<file path="src/rtl/serializador_doble_pkg.sv">
// serializador_doble_pkg: shared constants and types for the double-width serializer.
//   N           default single-word width (half of the input word)
//   HALF_FIRST  half_sel value of the half emitted first
//   HALF_SECOND half_sel value of the half emitted second
//   COUNT_W     width of the optional completed-word counter
package serializador_doble_pkg;

    localparam int unsigned N       = 16;
    localparam int unsigned COUNT_W = 16;

    localparam logic HALF_FIRST  = 1'b0;
    localparam logic HALF_SECOND = 1'b1;

    // Current-word occupancy: nothing held, first half on the bus, second half on the bus.
    typedef enum logic [1:0] {
        ST_EMPTY  = 2'd0,
        ST_FIRST  = 2'd1,
        ST_SECOND = 2'd2
    } state_t;

endpackage

</file>
<file path="src/rtl/serializador_doble_if.sv">
// serializador_doble_if: valid/ready handshake bundle of the serializer.
//   in_data/in_valid/in_ready       double-width producer side (2N bits)
//   out_data/out_valid/out_ready    single-width consumer side (N bits)
//   out_first                       out_data is the first half of its word
// master = producer/consumer environment, slave = serializer.
interface serializador_doble_if #(
    parameter int unsigned N = 16
) ();

    logic [2*N-1:0] in_data;
    logic           in_valid;
    logic           in_ready;
    logic [N-1:0]   out_data;
    logic           out_valid;
    logic           out_ready;
    logic           out_first;

    modport master (
        output in_data, in_valid, out_ready,
        input  in_ready, out_data, out_valid, out_first
    );

    modport slave (
        input  in_data, in_valid, out_ready,
        output in_ready, out_data, out_valid, out_first
    );

endinterface

</file>
<file path="src/rtl/serializador_doble_reg_palabra_doble.sv">
// reg_palabra_doble: W-bit load-enable register, asynchronous active-high reset to zero.
//   clk, reset  clock and async reset
//   load        capture d on the rising edge
//   d, q        data in / held word
module reg_palabra_doble #(
    parameter int unsigned W = 32
) (
    input  logic         clk,
    input  logic         reset,
    input  logic         load,
    input  logic [W-1:0] d,
    output logic [W-1:0] q
);

    always_ff @(posedge clk or posedge reset) begin
        if (reset) begin
            q <= '0;
        end else if (load) begin
            q <= d;
        end
    end

endmodule

</file>
<file path="src/rtl/serializador_doble.sv">
// serializador_doble: splits each accepted 2N-bit word into two consecutive N-bit halves.
// A current word plus a one-word pending buffer lets back-to-back words stream at one half
// per cycle without bubbles; in_ready drops only when both buffers are occupied.
//   clk, reset   clock, asynchronous active-high reset
//   bus          handshake bundle (slave modport): in_* producer side, out_* consumer side
//   busy         a current or pending word is held
//   word_count   (only with SERIALIZADOR_CONTEO_EN) words whose second half was accepted
// Parameters: N single-word width, LSB_FIRST = 1 emits D[N-1:0] first, 0 emits D[2N-1:N] first.
module serializador_doble #(
    parameter int unsigned N         = serializador_doble_pkg::N,
    parameter bit          LSB_FIRST = 1'b1
) (
    input  logic                  clk,
    input  logic                  reset,
    serializador_doble_if.slave   bus,
    output logic                  busy
`ifdef SERIALIZADOR_CONTEO_EN
    ,
    output logic [serializador_doble_pkg::COUNT_W-1:0] word_count
`endif
);

    import serializador_doble_pkg::*;

    localparam int unsigned W2 = 2 * N;

    state_t          state;
    state_t          state_n;
    logic            pend_valid;
    logic            pend_valid_n;
    logic            cur_load;
    logic            pend_load;
    logic            accept;
    logic            fire;
    logic            half_n;
    logic [W2-1:0]   cur_d;
    logic [W2-1:0]   cur_q;
    logic [W2-1:0]   pend_q;
    logic [W2-1:0]   cur_next;

    // Half selection honouring the configured emission order.
    function automatic logic [N-1:0] sel_half(input logic [W2-1:0] w, input logic half);
        if ((half == HALF_FIRST) == LSB_FIRST) begin
            return w[N-1:0];
        end
        return w[W2-1:N];
    endfunction

    reg_palabra_doble #(.W(W2)) u_cur (
        .clk   (clk),
        .reset (reset),
        .load  (cur_load),
        .d     (cur_d),
        .q     (cur_q)
    );

    reg_palabra_doble #(.W(W2)) u_pend (
        .clk   (clk),
        .reset (reset),
        .load  (pend_load),
        .d     (bus.in_data),
        .q     (pend_q)
    );

    // Next-state and buffer-load decode.
    always_comb begin
        state_n      = state;
        pend_valid_n = pend_valid;
        cur_load     = 1'b0;
        pend_load    = 1'b0;
        cur_d        = bus.in_data;
        accept       = bus.in_valid && bus.in_ready;
        fire         = bus.out_valid && bus.out_ready;

        case (state)
            ST_EMPTY: begin
                if (accept) begin
                    cur_load = 1'b1;
                    state_n  = ST_FIRST;
                end
            end
            ST_FIRST: begin
                if (fire) begin
                    state_n = ST_SECOND;
                end
                if (accept) begin
                    pend_load    = 1'b1;
                    pend_valid_n = 1'b1;
                end
            end
            ST_SECOND: begin
                if (fire) begin
                    // in_ready is low while pend is full, so drain and accept never coincide.
                    if (pend_valid) begin
                        cur_d        = pend_q;
                        cur_load     = 1'b1;
                        pend_valid_n = 1'b0;
                        state_n      = ST_FIRST;
                    end else if (accept) begin
                        cur_load = 1'b1;
                        state_n  = ST_FIRST;
                    end else begin
                        state_n = ST_EMPTY;
                    end
                end else if (accept) begin
                    pend_load    = 1'b1;
                    pend_valid_n = 1'b1;
                end
            end
            default: begin
                state_n = ST_EMPTY;
            end
        endcase

        cur_next = cur_load ? cur_d : cur_q;
        half_n   = (state_n == ST_SECOND) ? HALF_SECOND : HALF_FIRST;
    end

    // State and registered outputs, all derived from the next state.
    always_ff @(posedge clk or posedge reset) begin
        if (reset) begin
            state         <= ST_EMPTY;
            pend_valid    <= 1'b0;
            bus.in_ready  <= 1'b1;
            bus.out_valid <= 1'b0;
            bus.out_first <= 1'b0;
            bus.out_data  <= '0;
            busy          <= 1'b0;
        end else begin
            state         <= state_n;
            pend_valid    <= pend_valid_n;
            bus.in_ready  <= !pend_valid_n;
            bus.out_valid <= (state_n != ST_EMPTY);
            bus.out_first <= (state_n == ST_FIRST);
            bus.out_data  <= sel_half(cur_next, half_n);
            busy          <= (state_n != ST_EMPTY) || pend_valid_n;
        end
    end

`ifdef SERIALIZADOR_CONTEO_EN
    // Completed-word counter; wraps naturally at 2^COUNT_W.
    always_ff @(posedge clk or posedge reset) begin
        if (reset) begin
            word_count <= '0;
        end else if (fire && (state == ST_SECOND)) begin
            word_count <= word_count + COUNT_W'(1);
        end
    end
`endif

endmodule

</file>
<file path="src/flat_wrapper.sv">
// flat-port wrapper written by rule: the top's interface ports become plain ports
module serializador_doble_flat import serializador_doble_pkg::*;
#(
    parameter int unsigned N         = serializador_doble_pkg::N,
    parameter bit          LSB_FIRST = 1'b1
)
  (clk, reset, busy, bus_in_data, bus_in_valid, bus_out_ready, bus_in_ready, bus_out_data, bus_out_valid, bus_out_first);
  serializador_doble_if #(.N(N)) bus_i ();
  input  logic clk;
  input  logic reset;
  output logic busy;
  input wire logic [$bits(bus_i.in_data)-1:0] bus_in_data;
  input wire logic [$bits(bus_i.in_valid)-1:0] bus_in_valid;
  input wire logic [$bits(bus_i.out_ready)-1:0] bus_out_ready;
  output wire logic [$bits(bus_i.in_ready)-1:0] bus_in_ready;
  output wire logic [$bits(bus_i.out_data)-1:0] bus_out_data;
  output wire logic [$bits(bus_i.out_valid)-1:0] bus_out_valid;
  output wire logic [$bits(bus_i.out_first)-1:0] bus_out_first;
  assign bus_i.in_data = bus_in_data;
  assign bus_i.in_valid = bus_in_valid;
  assign bus_i.out_ready = bus_out_ready;
  assign bus_in_ready = bus_i.in_ready;
  assign bus_out_data = bus_i.out_data;
  assign bus_out_valid = bus_i.out_valid;
  assign bus_out_first = bus_i.out_first;
  serializador_doble #(.N(N), .LSB_FIRST(LSB_FIRST)) u_core (.clk(clk), .reset(reset), .bus(bus_i), .busy(busy));
endmodule
</file>
<file path="config.mk">
export PLATFORM = sky130hd
export DESIGN_NAME = serializador_doble_flat
export DESIGN_NICKNAME = d
export VERILOG_FILES = /design/src/rtl/serializador_doble_pkg.sv /design/src/rtl/serializador_doble_if.sv /design/src/rtl/serializador_doble_reg_palabra_doble.sv /design/src/rtl/serializador_doble.sv /design/src/flat_wrapper.sv
export SDC_FILE = /design/constraint.sdc
export NUM_CORES = 1
export LEC_CHECK = 0
export CAP_MARGIN = 15
export CORE_MARGIN = 5
export CORE_UTILIZATION = 39
export CTS_CLUSTER_DIAMETER = 50
export CTS_CLUSTER_SIZE = 20
export DETAILED_ROUTE_END_ITERATION = 12
export GPL_TIMING_DRIVEN = 0
export PLACE_DENSITY = 0.62
export SYNTH_ARGS = -nofsm -noshare
export SYNTH_HDL_FRONTEND = slang
export SYNTH_SLANG_ARGS = --single-unit
</file>
<file path="constraint.sdc">
create_clock -name clk -period 3.45 [get_ports clk]
set_clock_uncertainty 0.05 [all_clocks]
set_input_delay 0.345 -clock clk [delete_from_list [all_inputs] [get_ports clk]]
set_output_delay 0.345 -clock clk [all_outputs]
set_load 0.05 [all_outputs]
</file>
==> impl_metrics.env <==
export IMPL_status="completed"
export IMPL_power_frac_seq_pct=38.7
export IMPL_layout_cells_most_common="dfrtp_1"
export IMPL_die_y_um=110.3
export IMPL_grt_setup_unrepaired="no"
export IMPL_die_width_um=110.3
export IMPL_synthToLayoutAreaGrowth_pct=23.23
export IMPL_cp_num_cells=8
export IMPL_initial_core_util_pct=40.17
export IMPL_synth_cell_types=34
export IMPL_cts_hold_buf=0
export IMPL_port_buffers=54
export IMPL_ys_seq_area_share_pct=55.48
export IMPL_grt_ovfl_total=0
export IMPL_drtIter0Drc=137
export IMPL_holdWs_ns=0.3069
export IMPL_timing_fmax_mhz=373.7
export IMPL_cts_root_buf="clkbuf_8"
export IMPL_boundaryPins=56
export IMPL_ir_drop_v=0.0003375
export IMPL_syn_area_per_cell_sq_um=10.50
export IMPL_drive_gt1_share_pct=15.96
export IMPL_die_area_sq_um=12170
export IMPL_drc=0
export IMPL_nFillCells=923
export IMPL_mostFrequentLayoutCells="dfrtp_1, clkdlybuf4s50_1, nor2_1"
export IMPL_dp_hpwl_mm=6.958
export IMPL_rrSetupSlack_ns=0.77
export IMPL_insertion_delay_ns=0.35
export IMPL_crit_path_start_kind="flop"
export IMPL_crit_chain="inv_1, ha_1, nand4_1, clkbuf_1, clkbuf_1, buf_1, nor2_1, a31oi_1"
export IMPL_drt_wl_total_mm=9.557
export IMPL_arrival_ns=2.89
export IMPL_sw_frac_of_total_pct=40.89
export IMPL_fin_area_sq_um=4838
export IMPL_vias=3037
export IMPL_slowest_delay_ns=0.47
export IMPL_reg2reg_depth=8
export IMPL_nNetsFinal=480
export IMPL_internal_power_uw=2688
export IMPL_p_switching_uw=1859
export IMPL_grt_pass1_vias=3017
export IMPL_criticalPathCategory="flop to flop"
export IMPL_fin_crit_sh_pct=77.56
export IMPL_numClockSinks=87
export IMPL_fin_crit_ns=2.676
export IMPL_num_rows=36
export IMPL_power_density_nw_per_um2=939.8
export IMPL_cts_resized=0
export IMPL_yosysWarnings=0
export IMPL_dp_slack_ns=0.6832
export IMPL_routed_via_density=5.254
export IMPL_critPathCaptureType="flop"
export IMPL_timing_max_cap_violations=0
export IMPL_path_common_cell="clkbuf_1"
export IMPL_dr_pass1_iters=4
export IMPL_cp_max_fo=10
export IMPL_cts_tree="done"
export IMPL_min_path_type="input pin to async pin"
export IMPL_setup_ws_ns=0.7742
export IMPL_antennaDiodeCount=0
export IMPL_combPwrFrac_pct=47.3
export IMPL_required_ns=3.66
export IMPL_cp_top_family="buffers and inverters"
export IMPL_wl_per_cell_um=16.53
export IMPL_worst_pin_slew_ns=0.6889
export IMPL_core_area_sq_um=9774
export IMPL_syn_nets=414
export IMPL_track_usage_pct=16.69
export IMPL_path_buf_inv=4
export IMPL_numCtsBuffers=9
export IMPL_grt_max_degree=55
export IMPL_ant_nets=0
export IMPL_place_area_sq_um=4663
export IMPL_grt_pass1_wl_mm=15.50
export IMPL_htree_levels=3
export IMPL_path_clk_slew_ns=0.08
export IMPL_syn_inst=374
export IMPL_hold_violations=0
export IMPL_clk_path_buf_depth=2
export IMPL_cts_repair_timing_setup_buffer_count=0
export IMPL_syn_area_sq_um=3926
export IMPL_cp_slowest_cell="clkbuf_1"
export IMPL_antenna_found_initial=0
export IMPL_finalSetupViolCount=0
export IMPL_drv_slew=0
export IMPL_synth_seq_cells=87
export IMPL_gp_congestion=0.8582
export IMPL_slew_headroom_pct=53.65
export IMPL_pwr_share_clk_pct=14.1
export IMPL_utilization_pct=49.50
export IMPL_p_leak_uw=0.002045
sequential cells by signal, indices dropped and copies added, names as in the netlist:
register and flops:
u_core.pend_valid 1, u_core.state 2, u_core.busy 1, u_core.bus.in_ready 1, u_core.bus.out_valid 1, u_core.u_pend.q 32, u_core.bus.out_first 1, u_core.bus.out_data 16
u_core.u_cur.q 32
metrics by stage:
step,total power [uW],TNS [ns],instances
finish,4547,0,578
global route,4845,0,578
CTS,4580,0,578
detailed placement,3941,0,562
global placement,3877,-46.04,561
floorplan,3290,0,374
worst register-to-register path, cell delays in order, from the launching register on:
cell and delay, ns:
dfrtp_1 0.39, inv_1 0.11, ha_1 0.30, nand4_1 0.19, clkbuf_1 0.36, clkbuf_1 0.48, buf_1 0.46, nor2_1 0.08
a31oi_1 0.17
cells by family (layout without fill, tap and decap cells):
group | after synthesis | count (layout) | share of synthesized area, %
flip-flops | 87 | 87 | 55.48
AO/OA/AOI/OAI | 74 | 74 | 13.58
AND/OR/NAND/NOR | 142 | 142 | 16.76
buffers and inverters | 35 | 106 | 3.729
adder cells (fa/ha/maj) | 4 | 4 | 1.275
multiplexers | 32 | 32 | 9.178
cell type report:
| type | instances | area (sq um) | area share, % |
|---|---|---|---|
| Sequential cell | 87 | 2178 | 45.02 |
| Timing Repair Buffer | 55 | 568.0 | 11.74 |
| Clock buffer | 12 | 155.1 | 3.207 |
| Inverter | 5 | 21.27 | 0.4396 |
| Tap cell | 133 | 166.4 | 3.439 |
| Buffer | 30 | 127.6 | 2.638 |
| Clock inverter | 4 | 20.02 | 0.4138 |
| Multi-Input combinational cell | 252 | 1602 | 33.10 |
synth_stat cells:
master | n | area (sq um)
ha_1 | 4 | 50.05
nor2_2 | 1 | 6.260
a211oi_2 | 10 | 125.1
nor3_1 | 1 | 5.000
buf_6 | 1 | 11.26
or3_1 | 16 | 100.1
inv_1 | 5 | 18.77
or4b_1 | 1 | 10.01
nand3_1 | 16 | 80.08
dfrtp_1 | 86 | 2152
buf_2 | 6 | 30.03
a21o_1 | 1 | 7.510
nand2b_1 | 1 | 6.260
clkbuf_1 | 21 | 78.83
nand2_1 | 35 | 131.4
nor2_1 | 51 | 191.4
o211ai_4 | 1 | 21.27
nand4_1 | 1 | 6.260
a31oi_1 | 17 | 106.4
or3b_2 | 1 | 8.760
o2bb2ai_1 | 1 | 8.760
buf_1 | 2 | 7.510
or2_2 | 1 | 6.260
a221oi_2 | 1 | 15.01
a21oi_1 | 18 | 90.09
a31oi_4 | 1 | 21.27
and2_1 | 1 | 6.260
o21ai_0 | 17 | 85.08
mux2_1 | 2 | 22.52
o211ai_1 | 1 | 7.510
a211oi_1 | 6 | 45.04
mux2_2 | 30 | 337.8
nor4_1 | 16 | 100.1
dfstp_2 | 1 | 26.28
path summary, 6_finish.rpt:
check                               startpoint                  end
hold reg to reg            u_core.u_pend.q[20]  u_core.u_pend.q[20]
hold / removal                           reset  u_core.u_pend.q[24]
setup reg to reg               u_core.state[0]   u_core.u_cur.q[28]
min in group clk           u_core.u_pend.q[20]  u_core.u_pend.q[20]
setup / recovery               u_core.state[0]   u_core.u_cur.q[28]
max in group asynchronous                reset   u_core.u_pend.q[4]
metal layers:
metal / GRT usage [%] / routed length, um / up-vias
met5: 0 / 0 / -
met2: 25.39 / 4415 / 83
met4: 6.157 / 179 / 0
met1: 23.08 / 4337 / 1482
met3: 4.252 / 624 / 16
li1: - / - / 1456
power by group through the flow:
stage	registers [uW]	logic, uW	clock network, uW
after floorplan	2120	1170	0
final	1760	2150	639
after global routing	1810	2340	701
after global placement	1770	2110	0
after CTS	1760	2160	657
after detailed placement	1780	2160	0
No activity file was read; power rests on OpenSTA's default activity.
